`config.mk`:
```
export PLATFORM = sky130hd
export DESIGN_NAME = apb_master_arbiter
export DESIGN_NICKNAME = d
export VERILOG_FILES = /design/src/rtl/apb_master_arbiter.sv
export SDC_FILE = /design/constraint.sdc
export NUM_CORES = 1
export LEC_CHECK = 0
export ABC_AREA = 1
export BUFFER_PORTS_ARGS = -buffer_cell sky130_fd_sc_hd__buf_2
export CAP_MARGIN = 20
export CORE_AREA = 2 2 174 176
export DETAILED_ROUTE_END_ITERATION = 8
export DIE_AREA = 0 0 176 178
export HOLD_SLACK_MARGIN = 0.02
export PLACE_DENSITY = 0.62
export SLEW_MARGIN = 30
export SYNTH_ARGS = -nofsm -noshare
export SYNTH_HDL_FRONTEND = slang
export SYNTH_SLANG_ARGS = --single-unit
```
`constraint.sdc`:
```
create_clock -name pclk -period 2.7 [get_ports pclk]
set_input_delay 0.54 -clock pclk [delete_from_list [all_inputs] [get_ports pclk]]
set_output_delay 0.54 -clock pclk [all_outputs]
set_load 0.01 [all_outputs]
```
`src/rtl/apb_master_arbiter.sv`:
```
// Round-robin arbiter and APB master sequencer sharing one completer.
// Includes a wait-state watchdog that aborts hung transfers with an error.
module apb_master_arbiter #(
    parameter int NUM_REQ    = 4,
    parameter int ADDR_WIDTH = 32,
    parameter int DATA_WIDTH = 32,
    parameter int TIMEOUT    = 16
) (
    input  logic                             pclk,
    input  logic                             presetn,
    input  logic [NUM_REQ-1:0]               req_valid,
    input  logic [NUM_REQ*ADDR_WIDTH-1:0]    req_addr,
    input  logic [NUM_REQ-1:0]               req_write,
    input  logic [NUM_REQ*DATA_WIDTH-1:0]    req_wdata,
    input  logic [NUM_REQ*DATA_WIDTH/8-1:0]  req_strb,
    input  logic [NUM_REQ*3-1:0]             req_prot,
    output logic [NUM_REQ-1:0]               gnt,
    output logic [NUM_REQ-1:0]               req_done,
    output logic [DATA_WIDTH-1:0]            rsp_rdata,
    output logic                             rsp_slverr,
    output logic                             timeout_evt,
    output logic                             psel,
    output logic                             penable,
    output logic [ADDR_WIDTH-1:0]            paddr,
    output logic                             pwrite,
    output logic [DATA_WIDTH-1:0]            pwdata,
    output logic [DATA_WIDTH/8-1:0]          pstrb,
    output logic [2:0]                       pprot,
    input  logic                             pready,
    input  logic [DATA_WIDTH-1:0]            prdata,
    input  logic                             pslverr
);

    localparam int SW = DATA_WIDTH / 8;
    localparam int IW = (NUM_REQ > 1) ? $clog2(NUM_REQ) : 1;
    localparam int WW = (TIMEOUT > 1) ? $clog2(TIMEOUT) : 1;
    localparam bit WD_EN = (TIMEOUT != 0);
    localparam logic [WW-1:0] WD_LAST = WW'((TIMEOUT > 0) ? TIMEOUT - 1 : 0);
    localparam logic [IW-1:0] PTR_RST = IW'(NUM_REQ - 1);

    typedef enum logic [1:0] {
        IDLE,
        SETUP,
        ACCESS
    } state_e;

    state_e                 state_q;
    logic [IW-1:0]          ptr_q;
    logic [WW-1:0]          wdog_q;
    logic [NUM_REQ-1:0]     gnt_q;
    logic [NUM_REQ-1:0]     done_q;
    logic [DATA_WIDTH-1:0]  rdata_q;
    logic                   slverr_q;
    logic                   tevt_q;
    logic                   psel_q;
    logic                   penable_q;
    logic [ADDR_WIDTH-1:0]  paddr_q;
    logic                   pwrite_q;
    logic [DATA_WIDTH-1:0]  pwdata_q;
    logic [SW-1:0]          pstrb_q;
    logic [2:0]             pprot_q;

    // Per-requester views of the packed payload buses
    logic [ADDR_WIDTH-1:0]  addr_a  [NUM_REQ];
    logic [DATA_WIDTH-1:0]  wdata_a [NUM_REQ];
    logic [SW-1:0]          strb_a  [NUM_REQ];
    logic [2:0]             prot_a  [NUM_REQ];

    for (genvar g = 0; g < NUM_REQ; g++) begin : g_unpack
        assign addr_a[g]  = req_addr[g*ADDR_WIDTH +: ADDR_WIDTH];
        assign wdata_a[g] = req_wdata[g*DATA_WIDTH +: DATA_WIDTH];
        assign strb_a[g]  = req_strb[g*SW +: SW];
        assign prot_a[g]  = req_prot[g*3 +: 3];
    end

    logic [NUM_REQ-1:0]     elig;
    logic                   found_d;
    logic [IW-1:0]          win_d;
    logic [NUM_REQ-1:0]     win_oh_d;
    int                     cand;
    logic [IW-1:0]          cidx;

    // Round-robin pick: first eligible requester after the last winner
    always_comb begin
        elig     = req_valid & ~done_q;
        found_d  = 1'b0;
        win_d    = '0;
        cand     = 0;
        cidx     = '0;
        win_oh_d = '0;
        for (int k = 1; k <= NUM_REQ; k++) begin
            cand = (int'(ptr_q) + k) % NUM_REQ;
            cidx = IW'(cand);
            if (!found_d && elig[cidx]) begin
                found_d = 1'b1;
                win_d   = cidx;
            end
        end
        win_oh_d[win_d] = 1'b1;
    end

    // Transfer sequencer with registered APB and response outputs
    always_ff @(posedge pclk or negedge presetn) begin
        if (!presetn) begin
            state_q   <= IDLE;
            ptr_q     <= PTR_RST;
            wdog_q    <= '0;
            gnt_q     <= '0;
            done_q    <= '0;
            rdata_q   <= '0;
            slverr_q  <= 1'b0;
            tevt_q    <= 1'b0;
            psel_q    <= 1'b0;
            penable_q <= 1'b0;
            paddr_q   <= '0;
            pwrite_q  <= 1'b0;
            pwdata_q  <= '0;
            pstrb_q   <= '0;
            pprot_q   <= '0;
        end else begin
            done_q <= '0;
            tevt_q <= 1'b0;
            unique case (state_q)
                IDLE: begin
                    if (found_d) begin
                        state_q   <= SETUP;
                        ptr_q     <= win_d;
                        gnt_q     <= win_oh_d;
                        psel_q    <= 1'b1;
                        penable_q <= 1'b0;
                        paddr_q   <= addr_a[win_d];
                        pwrite_q  <= req_write[win_d];
                        pwdata_q  <= wdata_a[win_d];
                        pstrb_q   <= req_write[win_d] ? strb_a[win_d] : '0;
                        pprot_q   <= prot_a[win_d];
                    end
                end
                SETUP: begin
                    state_q   <= ACCESS;
                    penable_q <= 1'b1;
                end
                ACCESS: begin
                    if (pready) begin
                        state_q   <= IDLE;
                        psel_q    <= 1'b0;
                        penable_q <= 1'b0;
                        gnt_q     <= '0;
                        done_q    <= gnt_q;
                        rdata_q   <= pwrite_q ? '0 : prdata;
                        slverr_q  <= pslverr;
                        wdog_q    <= '0;
                    end else if (WD_EN && (wdog_q == WD_LAST)) begin
                        // Completer hung: retire the transfer as an error
                        state_q   <= IDLE;
                        psel_q    <= 1'b0;
                        penable_q <= 1'b0;
                        gnt_q     <= '0;
                        done_q    <= gnt_q;
                        rdata_q   <= '0;
                        slverr_q  <= 1'b1;
                        tevt_q    <= 1'b1;
                        wdog_q    <= '0;
                    end else begin
                        wdog_q <= wdog_q + 1'b1;
                    end
                end
                default: state_q <= IDLE;
            endcase
        end
    end

    assign gnt         = gnt_q;
    assign req_done    = done_q;
    assign rsp_rdata   = rdata_q;
    assign rsp_slverr  = slverr_q;
    assign timeout_evt = tevt_q;
    assign psel        = psel_q;
    assign penable     = penable_q;
    assign paddr       = paddr_q;
    assign pwrite      = pwrite_q;
    assign pwdata      = pwdata_q;
    assign pstrb       = pstrb_q;
    assign pprot       = pprot_q;

endmodule

```
==> results.yml, run 1 <==
finish:
  fin_area_um2: 11100
  syn_to_final_growth_pct: 44.6
  nets: 2027
  drive_gt1_share_pct: 30.7
placement:
  place_ws_ns: 0.169
  dpl_cell_area_um2: 10300
  port_buffers: 443
  routabilityCongestion: 0.874
  dp_hpwl_um: 22600
cts:
  htreeDepth: 4
  clk_latency_ns: 0.42
  clock_path_buffers: 2
  clock-sinks: 124
  postCtsHoldBufs: 0
  tritoncts: "done"
  root_buffer: "clkbuf_16"
  numCtsBuffers: 17
  clk_pin_slew_ns: 0.07
logic_synthesis:
  synth.top_cell.area_share_pct: 46.0
  synth.area.mux_share_pct: 0
  ys_seq_elements: 124
  synth-xor-area-share_pct: 0
  synth_area_um2: 7710
  syn_nets: 1604
  synth_compound_area_share_pct: 1.38
  synth.largest_area_cell: "nand2_1"
  synthTopCellsByArea: "nand2_1, dfrtp_1, nand3_1, buf_2, buf_4"
  synth_top_family_by_area: "simple AND/OR/NAND/NOR gates"
  synthAdderAreaFrac_pct: 0.162
  synth_seq_area_share_pct: 40.3
  synthSimpleGateAreaFrac_pct: 51.8
  postSynthCellCount: 1275
  synth.avg_cell_area_um2: 6.05
  ys.warnings.count: 0
  yosysUniqueCellTypes: 26
grt:
  grt_pass1_wl_um: 45500
  grt_max_degree: 84
  first_global_vias: 8580
  antenna_found_initial: 3
  grt_overflow: 0
  grt_use_total_pct: 18.5
timing:
  fin_ws_ns: 0.215
  worst_clock_skew_ns: 0.0151
  maxSlewViolCount: 0
  timing.hold.ws_ns: 0.0641
  maxSlewHeadroom_pct: 63.0
  period_minus_slack_ns: 2.48
  hold_viol: 0
  grt_setup_unrepaired: "false"
  min_period_over_period_pct: 92.0
  worstMarginPinSlew_ns: 0.555
  fmax_mhz: 402
  setup_tns_ns: 0
  finalSetupViolCount: 0
routing:
  finalWirelength_um: 31700
  drtIter0Drc: 526
  wl_per_cell_um: 15.1
  first_pass_iters: 6
  remaining_drc_errors: 0
  via_count: 9275
  ant_nets: 0
  viasPerCell: 4.41
worst_setup_path:
  crit_type: "reg -> reg"
  path_depth: 15
  slowest_stage: "dfstp_2"
  endpoint_kind: "register"
  arrival_ns: 2.83
  crit_required_ns: 3.05
  max_stage_delay_ns: 0.58
  crit_top_cell: "nand2_1"
  crit_family: "simple AND/OR/NAND/NOR gates"
  critPathBufInv: 3
  worst_setup_path_start_kind: "register"
  critical_path.cell_chain: "inv_2 -> nand2_1 -> nand2_2 -> o21ai_2 -> nand4_1 -> nand2_2 -> nand2_4 -> inv_6 -> clkbuf_16 -> nand2_1 -> nand2_1 -> nand2_1 -> nand2_1 -> nand2_1 -> nand2_1"
  rr_worst_depth: 15
  crit_fanout: 40
die:
  dieWidth_um: 176
  ios: 444
  die_h_um: 178
  coreArea_um2: 29400
  die_area_um2: 31300
  initial_core_util_pct: 26.2
  num_rows: 63
pwr:
  swShare_pct: 53.0
  pwr-share-seq_pct: 18.0
  peakVddDrop_v: 0.000863
  pwr-share-clk_pct: 13.5
  powerDensity_nw_per_um2: 1620
  pwr-share-comb_pct: 68.5
  leakage_uw: 0.00702
  p_int_uw: 8490
  switchingPower_uw: 9570
flow_run:
  cap_violations: 0
run_status:
  status: "completed"
worst_hold_path:
  hp-class: "in -> async"
==> power groups by stage <==
stage               Combinational, uW  Clock, uW  Sequential, uW
global route                    14000       2610            3350
CTS                             11700       2530            3260
detailed placement              11600          0            3260
global placement                11500          0            3260
finish                          12400       2440            3250
floorplan                        7790          0            3580
==> Yosys cell counts <==
master	instances
clkinv_2	1
o21ai_0	7
o21a_1	1
buf_4	12
dfstp_2	2
o22ai_1	2
buf_6	5
nand3_1	70
dfrtp_1	122
o21ai_2	2
buf_2	36
inv_4	1
inv_2	2
buf_1	1
nand4_1	2
a21oi_2	1
nand2_2	2
inv_1	18
a21oi_1	4
o21ai_1	1
nand2_1	945
ha_1	1
clkbuf_1	20
nor2_1	14
nor3_1	2
nor2_2	1
==> stage by stage <==
step / total power, uW / std cells / util, %
after floorplan: 11400 / 1275 / -
after global placement: 14700 / 2058 / 35.2
after detailed placement: 14900 / 2058 / 35.2
after CTS: 17400 / 2090 / 37.3
after global routing: 20000 / 2102 / 37.9
final: 18100 / 2102 / 37.9
==> kinds of logic after synthesis <==
| family | Yosys count |
|---|---|
| AND/OR/NAND/NOR | 1036 |
| flip-flops | 124 |
| buffers and inverters | 96 |
| AO/OA/AOI/OAI | 18 |
| adder cells (fa/ha/maj) | 1 |
==> final cells by class <==
| type | instances | area [um^2] |
|---|---|---|
| sequential | 124 | 3110 |
| antenna | 1 | 2.50 |
| multi-input combinational | 1056 | 4150 |
| fill | 3170 | 18300 |
| inverter | 22 | 90.1 |
| clock inverter | 15 | 194 |
| timing repair buffer | 477 | 2680 |
| tap | 390 | 488 |
| clock buffer | 17 | 425 |
==> registers in the layout, summed over array words and instances, names as in the netlist, 2 cells and up <==
name and flops:
rsp_rdata 32, paddr 32, pwdata 32, pprot 3, ptr_q 2, wdog_q 4
gnt 4, pstrb 4, state_q 2, req_done 4
==> cells in the final DEF (no fill, tap or decap), types with 2 or more instances in the layout <==
master     count
a21oi_1        3
clkinv_4       2
o21ai_0        7
buf_2        442
o22ai_1        2
nor3_1         2
dfrtp_1      122
buf_12         6
inv_8          5
buf_16         3
nand3_1       70
nand4_1        2
inv_1         18
inv_6          6
clkbuf_16     21
inv_2          2
dfstp_2        2
nor2_1        13
nand2_1      944
nand2_2        2
bufinv_16      2
buf_4         21
o21ai_2        2
==> worst paths after layout <==
| check | to | start | slack, ns |
|---|---|---|---|
| worst max-delay path | pwdata[3] | ptr_q[1] | 0.22 |
| worst max register to register | pwdata[3] | ptr_q[1] | 0.22 |
| max in group asynchronous | ptr_q[0] | presetn | 1.90 |
| worst min register to register | pwdata[19] | pwdata[19] | 0.48 |
| worst min-delay path | pwdata[7] | presetn | 0.06 |
| min in group pclk | timeout_evt | pready | 0.30 |
==> routing by layer <==
metal  vias up  GRT usage (%)  wire length [um]
met4         2           5.34               566
li1       4710              -                 -
met2       353           32.7             15200
met1      4167           22.3             13600
met5         -              0                13
met3        43           4.75              2240
==> timing repair <==
item                                    CTS  global route
buffers inserted                          0             6
resized for setup                         0             5
endpoints found under the setup margin    0            48
Power figures use the tool's default switching activity.
==> run 2: changes to the inputs <==
--- a/config.mk
+++ b/config.mk
@@ -5,14 +5,13 @@
 export SDC_FILE = /design/constraint.sdc
 export NUM_CORES = 1
 export LEC_CHECK = 0
-export ABC_AREA = 1
 export BUFFER_PORTS_ARGS = -buffer_cell sky130_fd_sc_hd__buf_2
 export CAP_MARGIN = 20
 export CORE_AREA = 2 2 174 176
 export DETAILED_ROUTE_END_ITERATION = 8
 export DIE_AREA = 0 0 176 178
 export HOLD_SLACK_MARGIN = 0.02
-export PLACE_DENSITY = 0.62
+export PLACE_DENSITY = 0.6
 export SLEW_MARGIN = 30
 export SYNTH_ARGS = -nofsm -noshare
 export SYNTH_HDL_FRONTEND = slang
==> run 2 against run 1 <==
Net effect: via count fell by 14%; sequential power fell by 3%; largest cell class unchanged; sequential share of layout area rose by 1.9 points; routed wire length fell by 6.9%; worst hold slack improved by 0.0014 ns; cell count fell by 23%.
==> results.yml, run 2 <==
logic_synthesis:
  synthArstFlopShare_pct: 100
  yosysUniqueCellTypes: 40
  synth_edf_count: 0
  synth-main-ff-cell: "dfrtp_1"
  synth_seq_area_share_pct: 43.9
  synth_area_um2: 7080
  ys_seq_elements: 124
  ys.warnings.count: 0
  synthAdderAreaFrac_pct: 0.177
  syn_nets: 1128
  synth.avg_cell_area_um2: 8.86
  synth_top_family_by_area: "compound AO/OA/AOI/OAI gates"
  yosysMostFrequentCell: "nand2_1"
  synthTopCellsByArea: "dfrtp_1, a211oi_1, and3_1, nand2_1, o31ai_1"
  synth_compound_area_share_pct: 25.0
  synth.top_cell.area_share_pct: 43.1
  synth.largest_area_cell: "dfrtp_1"
  synth.top_cells.by_count: "nand2_1, and3_1, a211oi_1, dfrtp_1, o31ai_1"
  synth.area.mux_share_pct: 1.27
  postSynthCellCount: 799
  synth-xor-area-share_pct: 0.124
  synthSimpleGateAreaFrac_pct: 24.3
finish:
  final_common_cell: "buf_2"
  syn_to_final_growth_pct: 47.2
  drive_gt1_share_pct: 42.6
  layout_common_cells: "buf_2, nand2_1, and3_1, a211oi_1, dfrtp_1"
  fin_area_um2: 10400
  nets: 1537
flow_run:
  cap_violations: 0
timing:
  worst_clock_skew_ns: 0.0152
  hold_viol: 0
  maxSlewViolCount: 0
  fin_ws_ns: 0.359
  finalSetupViolCount: 0
  fmax_mhz: 427
  maxSlewHeadroom_pct: 62.6
  setup_tns_ns: 0
  grt_setup_unrepaired: "false"
  worstMarginPinSlew_ns: 0.559
  min_period_over_period_pct: 86.7
  period_minus_slack_ns: 2.34
grt:
  grt_max_degree: 76
  antenna_found_initial: 8
  grt_overflow: 0
  grt_use_total_pct: 18.2
  grt_pass1_wl_um: 44000
  first_global_vias: 7722
placement:
  dpl_cell_area_um2: 9830
  place_ws_ns: 0.222
  port_buffers: 443
  dp_hpwl_um: 22600
  routabilityCongestion: 0.877
worst_setup_path:
  endpoint_kind: "register"
  crit_type: "reg -> reg"
  arrival_ns: 2.67
  crit_fanout: 49
  worst_setup_path_start_kind: "register"
  crit_required_ns: 3.02
die:
  coreArea_um2: 29400
  die_h_um: 178
  num_rows: 63
  initial_core_util_pct: 24.1
  dieWidth_um: 176
  ios: 444
  die_area_um2: 31300
run_status:
  status: "completed"
routing:
  finalWirelength_um: 29500
  ant_nets: 0
  wl_met2_um: 14000
  via_count: 7966
  drtIter0Drc: 453
  first_pass_iters: 5
  viasPerCell: 4.93
  remaining_drc_errors: 0
  wl_met1_um: 12700
  top_layer_used: "met5"
  wl_per_cell_um: 18.2
  wl_met3_um: 2100
cts:
  tritoncts: "done"
  htreeDepth: 4
  clock_path_buffers: 2
  numCtsBuffers: 17
  clock-sinks: 124
  postCtsHoldBufs: 0
  cts_resized: 0
  clk_latency_ns: 0.42
  cts_setup_buffers: 0
  root_buffer: "clkbuf_16"
  clk_pin_slew_ns: 0.07
pwr:
  powerDensity_nw_per_um2: 1090
  leakage_uw: 0.00555
  peakVddDrop_v: 0.000514
worst_hold_path:
  hp-class: "in -> async"
-- run 2: cells by family (layout without fill, tap and decap cells) --
group	after synthesis	after routing
AND/OR/NAND/NOR	342	342
XOR/XNOR	1	1
other	0	5
AO/OA/AOI/OAI	232	232
flip-flops	124	124
adder cells (fa/ha/maj)	1	1
multiplexers	9	9
buffers and inverters	90	512
-- run 2: stage by stage --
step / std cells / total power [uW] / util [%] / hold WS, ns
global placement: 1579 / 9180 / 33.4 / 0.444
floorplan: 799 / 6820 / - / 0.244
global route: 1615 / 12300 / 35.4 / 0.0750
CTS: 1611 / 11600 / 35.4 / 0.0611
finish: 1616 / 11400 / 35.4 / 0.0655
detailed placement: 1579 / 9240 / 33.4 / 0.452
-- run 2: cell type report --
type / instances / area (um^2)
fill: 3044 / 19000
multi-input combinational: 585 / 3650
sequential: 124 / 3110
timing repair buffer: 477 / 2580
tap: 390 / 488
clock buffer: 17 / 425
clock inverter: 15 / 148
antenna: 5 / 12.5
inverter: 3 / 11.3
-- run 2: path summary, 6_finish.rpt --
path / from / end / slack, ns / cells after the start
setup / recovery: req_done[3] / paddr[12] / 0.36 / 7
hold / removal: presetn / rsp_rdata[12] / 0.07 / 1
setup reg to reg: req_done[3] / paddr[12] / 0.36 / 7
hold reg to reg: rsp_rdata[4] / rsp_rdata[4] / 0.46 / 2
max in group asynchronous: presetn / ptr_q[1] / 1.95 / 2
min in group pclk: pready / timeout_evt / 0.31 / 2
-- run 2: where the power goes --
| group | switching [uW] | leakage (uW) | total [uW] | internal, uW |
|---|---|---|---|---|
| clock | 1020 | 0.000273 | 2250 | 1230 |
| sequential | 463 | 0.00156 | 3150 | 2690 |
| combinational | 3590 | 0.00371 | 5970 | 2390 |
-- run 2: routing by layer --
layer | up-vias | GRT usage [%]
met2 | 354 | 30.0
met5 | - | 0
met1 | 3759 | 23.1
met3 | 38 | 4.82
met4 | 2 | 6.51
li1 | 3813 | -
-- run 2: worst max-delay path, stage by stage, from the launching register on --
cell and delay, ns:
dfrtp_1 0.44, or3b_1 0.43, o211ai_4 0.16, buf_4 0.45, buf_4 0.26, and3_1 0.17
a211oi_1 0.05, o31ai_1 0.24
==> run 3: changes to the inputs <==
--- a/config.mk
+++ b/config.mk
@@ -11,7 +11,7 @@
 export DETAILED_ROUTE_END_ITERATION = 8
 export DIE_AREA = 0 0 176 178
 export HOLD_SLACK_MARGIN = 0.02
-export PLACE_DENSITY = 0.6
+export PLACE_DENSITY = 0.53
 export SLEW_MARGIN = 30
 export SYNTH_ARGS = -nofsm -noshare
 export SYNTH_HDL_FRONTEND = slang
==> run 3 against run 2 <==
Net effect: power up 0.17%; non-clock buffer count down 14; final area down 0.52%; routed wire length down 0.91%; critical path depth down 1; combinational power down 1%; worst setup slack better by 0.094 ns; clock-buffer cell count unchanged.
==> results.yml, run 3 (synthesis results as in run 2) <==
run_status:
  status: "completed"
timing:
  min_period_over_period_pct: 83.2
  maxSlewViolCount: 0
  finalSetupViolCount: 0
  period_minus_slack_ns: 2.25
  maxSlewHeadroom_pct: 62.7
  hold_viol: 0
  grt_setup_unrepaired: "false"
  fmax_mhz: 445
  fin_ws_ns: 0.454
  worstMarginPinSlew_ns: 0.557
  worst_clock_skew_ns: 0.0123
  setup_tns_ns: 0
worst_setup_path:
  crit_type: "reg -> reg"
  r2r-end: "paddr[7]"
  crit_fanout: 52
  worst_setup_path_start_kind: "register"
  arrival_ns: 2.56
  rrSetupSlack_ns: 0.45
  endpoint_kind: "register"
  slowest_stage: "buf_4"
  max_stage_delay_ns: 0.44
  rr_worst_depth: 6
  timing.rr.start: "req_done[3]"
  crit_required_ns: 3.01
  critical_path.cell_chain: "nor2b_1 -> o32a_2 -> buf_4 -> and3_1 -> a211oi_1 -> o31ai_1"
cts:
  cts_resized: 0
  cts_setup_buffers: 0
  numCtsBuffers: 17
  clock_path_buffers: 2
  htreeDepth: 4
  postCtsHoldBufs: 0
  clk_latency_ns: 0.42
  clock-sinks: 124
  root_buffer: "clkbuf_16"
  tritoncts: "done"
  clk_pin_slew_ns: 0.07
grt:
  grt_pass1_wl_um: 44400
  first_global_vias: 7705
  grt_max_degree: 79
  grt_use_total_pct: 18.3
  antenna_found_initial: 1
  grt_overflow: 0
die:
  initial_core_util_pct: 24.1
  num_rows: 63
  die_area_um2: 31300
  ios: 444
  coreArea_um2: 29400
  dieWidth_um: 176
  die_h_um: 178
pwr:
  leakage_uw: 0.00550
  peakVddDrop_v: 0.000682
  switchingPower_uw: 5050
  powerDensity_nw_per_um2: 1100
  swShare_pct: 44.3
  pwr-share-clk_pct: 20.4
  pwr-share-seq_pct: 27.7
  pwr-share-comb_pct: 51.9
  p_int_uw: 6340
finish:
  nets: 1523
  final_common_cell: "buf_2"
  syn_to_final_growth_pct: 46.4
  drive_gt1_share_pct: 41.9
  layout_common_cells: "buf_2, nand2_1, and3_1, a211oi_1, dfrtp_1"
routing:
  via_count: 7815
  drtIter0Drc: 346
  finalWirelength_um: 29200
  first_pass_iters: 5
  ant_nets: 0
  wl_per_cell_um: 18.3
  remaining_drc_errors: 0
  viasPerCell: 4.89
flow_run:
  cap_violations: 0
worst_hold_path:
  hp-class: "in -> async"
placement:
  dp_hpwl_um: 21700
  place_ws_ns: 0.186
  routabilityCongestion: 0.804
  port_buffers: 443
## run 3: cell count changes in the layout (fill, tap and decap cells not counted)
cell	previous run	this run
clkinv_8	1	0
buf_12	8	12
buf_4	26	8
inv_6	4	6
inv_8	5	3
diode_2	5	2
bufinv_16	0	1
## run 3: layout make-up
cell class              instances  area (um^2)
well taps                     390          488
fillers                      3127        19000
repair buffers                463         2520
clock buffers                  17          425
diodes                          2         5.00
inverters                       3         11.3
multi-input cells             585         3650
clock inverters                15          156
flip-flops and latches        124         3110
## run 3: per-stage QoR
step	utilization [%]	total power [uW]	instances	hold slack (ns)	cell area, um^2
after floorplan	-	6820	799	0.244	7080
after global placement	33.3	9170	1565	0.444	9780
after detailed placement	33.3	9220	1565	0.454	9780
after CTS	35.2	11600	1597	0.0375	10400
after global routing	35.2	12300	1598	0.0575	10400
final	35.3	11400	1599	0.0348	10400
## run 3: worst max-delay path: cells and delay by family (launching register included)
family | cells | cell delay, ns
AOI/OAI and AO/OA | 3 | 0.69
buffers and inverters | 1 | 0.44
DFF | 1 | 0.42
and+or+nand+nor | 2 | 0.56
## run 3: power by group through the flow
stage | logic (uW) | registers [uW] | clock network [uW]
6_report | 5910 | 3150 | 2330
5_1_grt | 6590 | 3260 | 2500
4_1_cts | 6040 | 3160 | 2430
3_5_place_dp | 6040 | 3180 | 0
3_3_place_gp | 6020 | 3160 | 0
2_1_floorplan | 3350 | 3470 | 0
## run 3: how the worst max path moves through the flow
stage / cells after the start / slack (ns) / from / to
after global routing: 6 / 0.29 / req_done[3] / paddr[7]
after CTS: 6 / 0.46 / req_done[1] / pstrb[3]
after global placement: 7 / 0.21 / req_valid[1] / pstrb[3]
after detailed placement: 7 / 0.19 / req_valid[1] / pstrb[3]
after floorplan: 6 / 0.76 / req_valid[2] / paddr[0]
final: 6 / 0.45 / req_done[3] / paddr[7]
## run 3: metal layers
metal | vias to the layer above | global-route usage (%) | part of all wire, %
met3 | 25 | 4.50 | 6.7
met4 | 0 | 5.92 | 1.7
met2 | 299 | 31.5 | 50
met1 | 3714 | 22.5 | 42
li1 | 3777 | - | -
met5 | - | 0 | 0
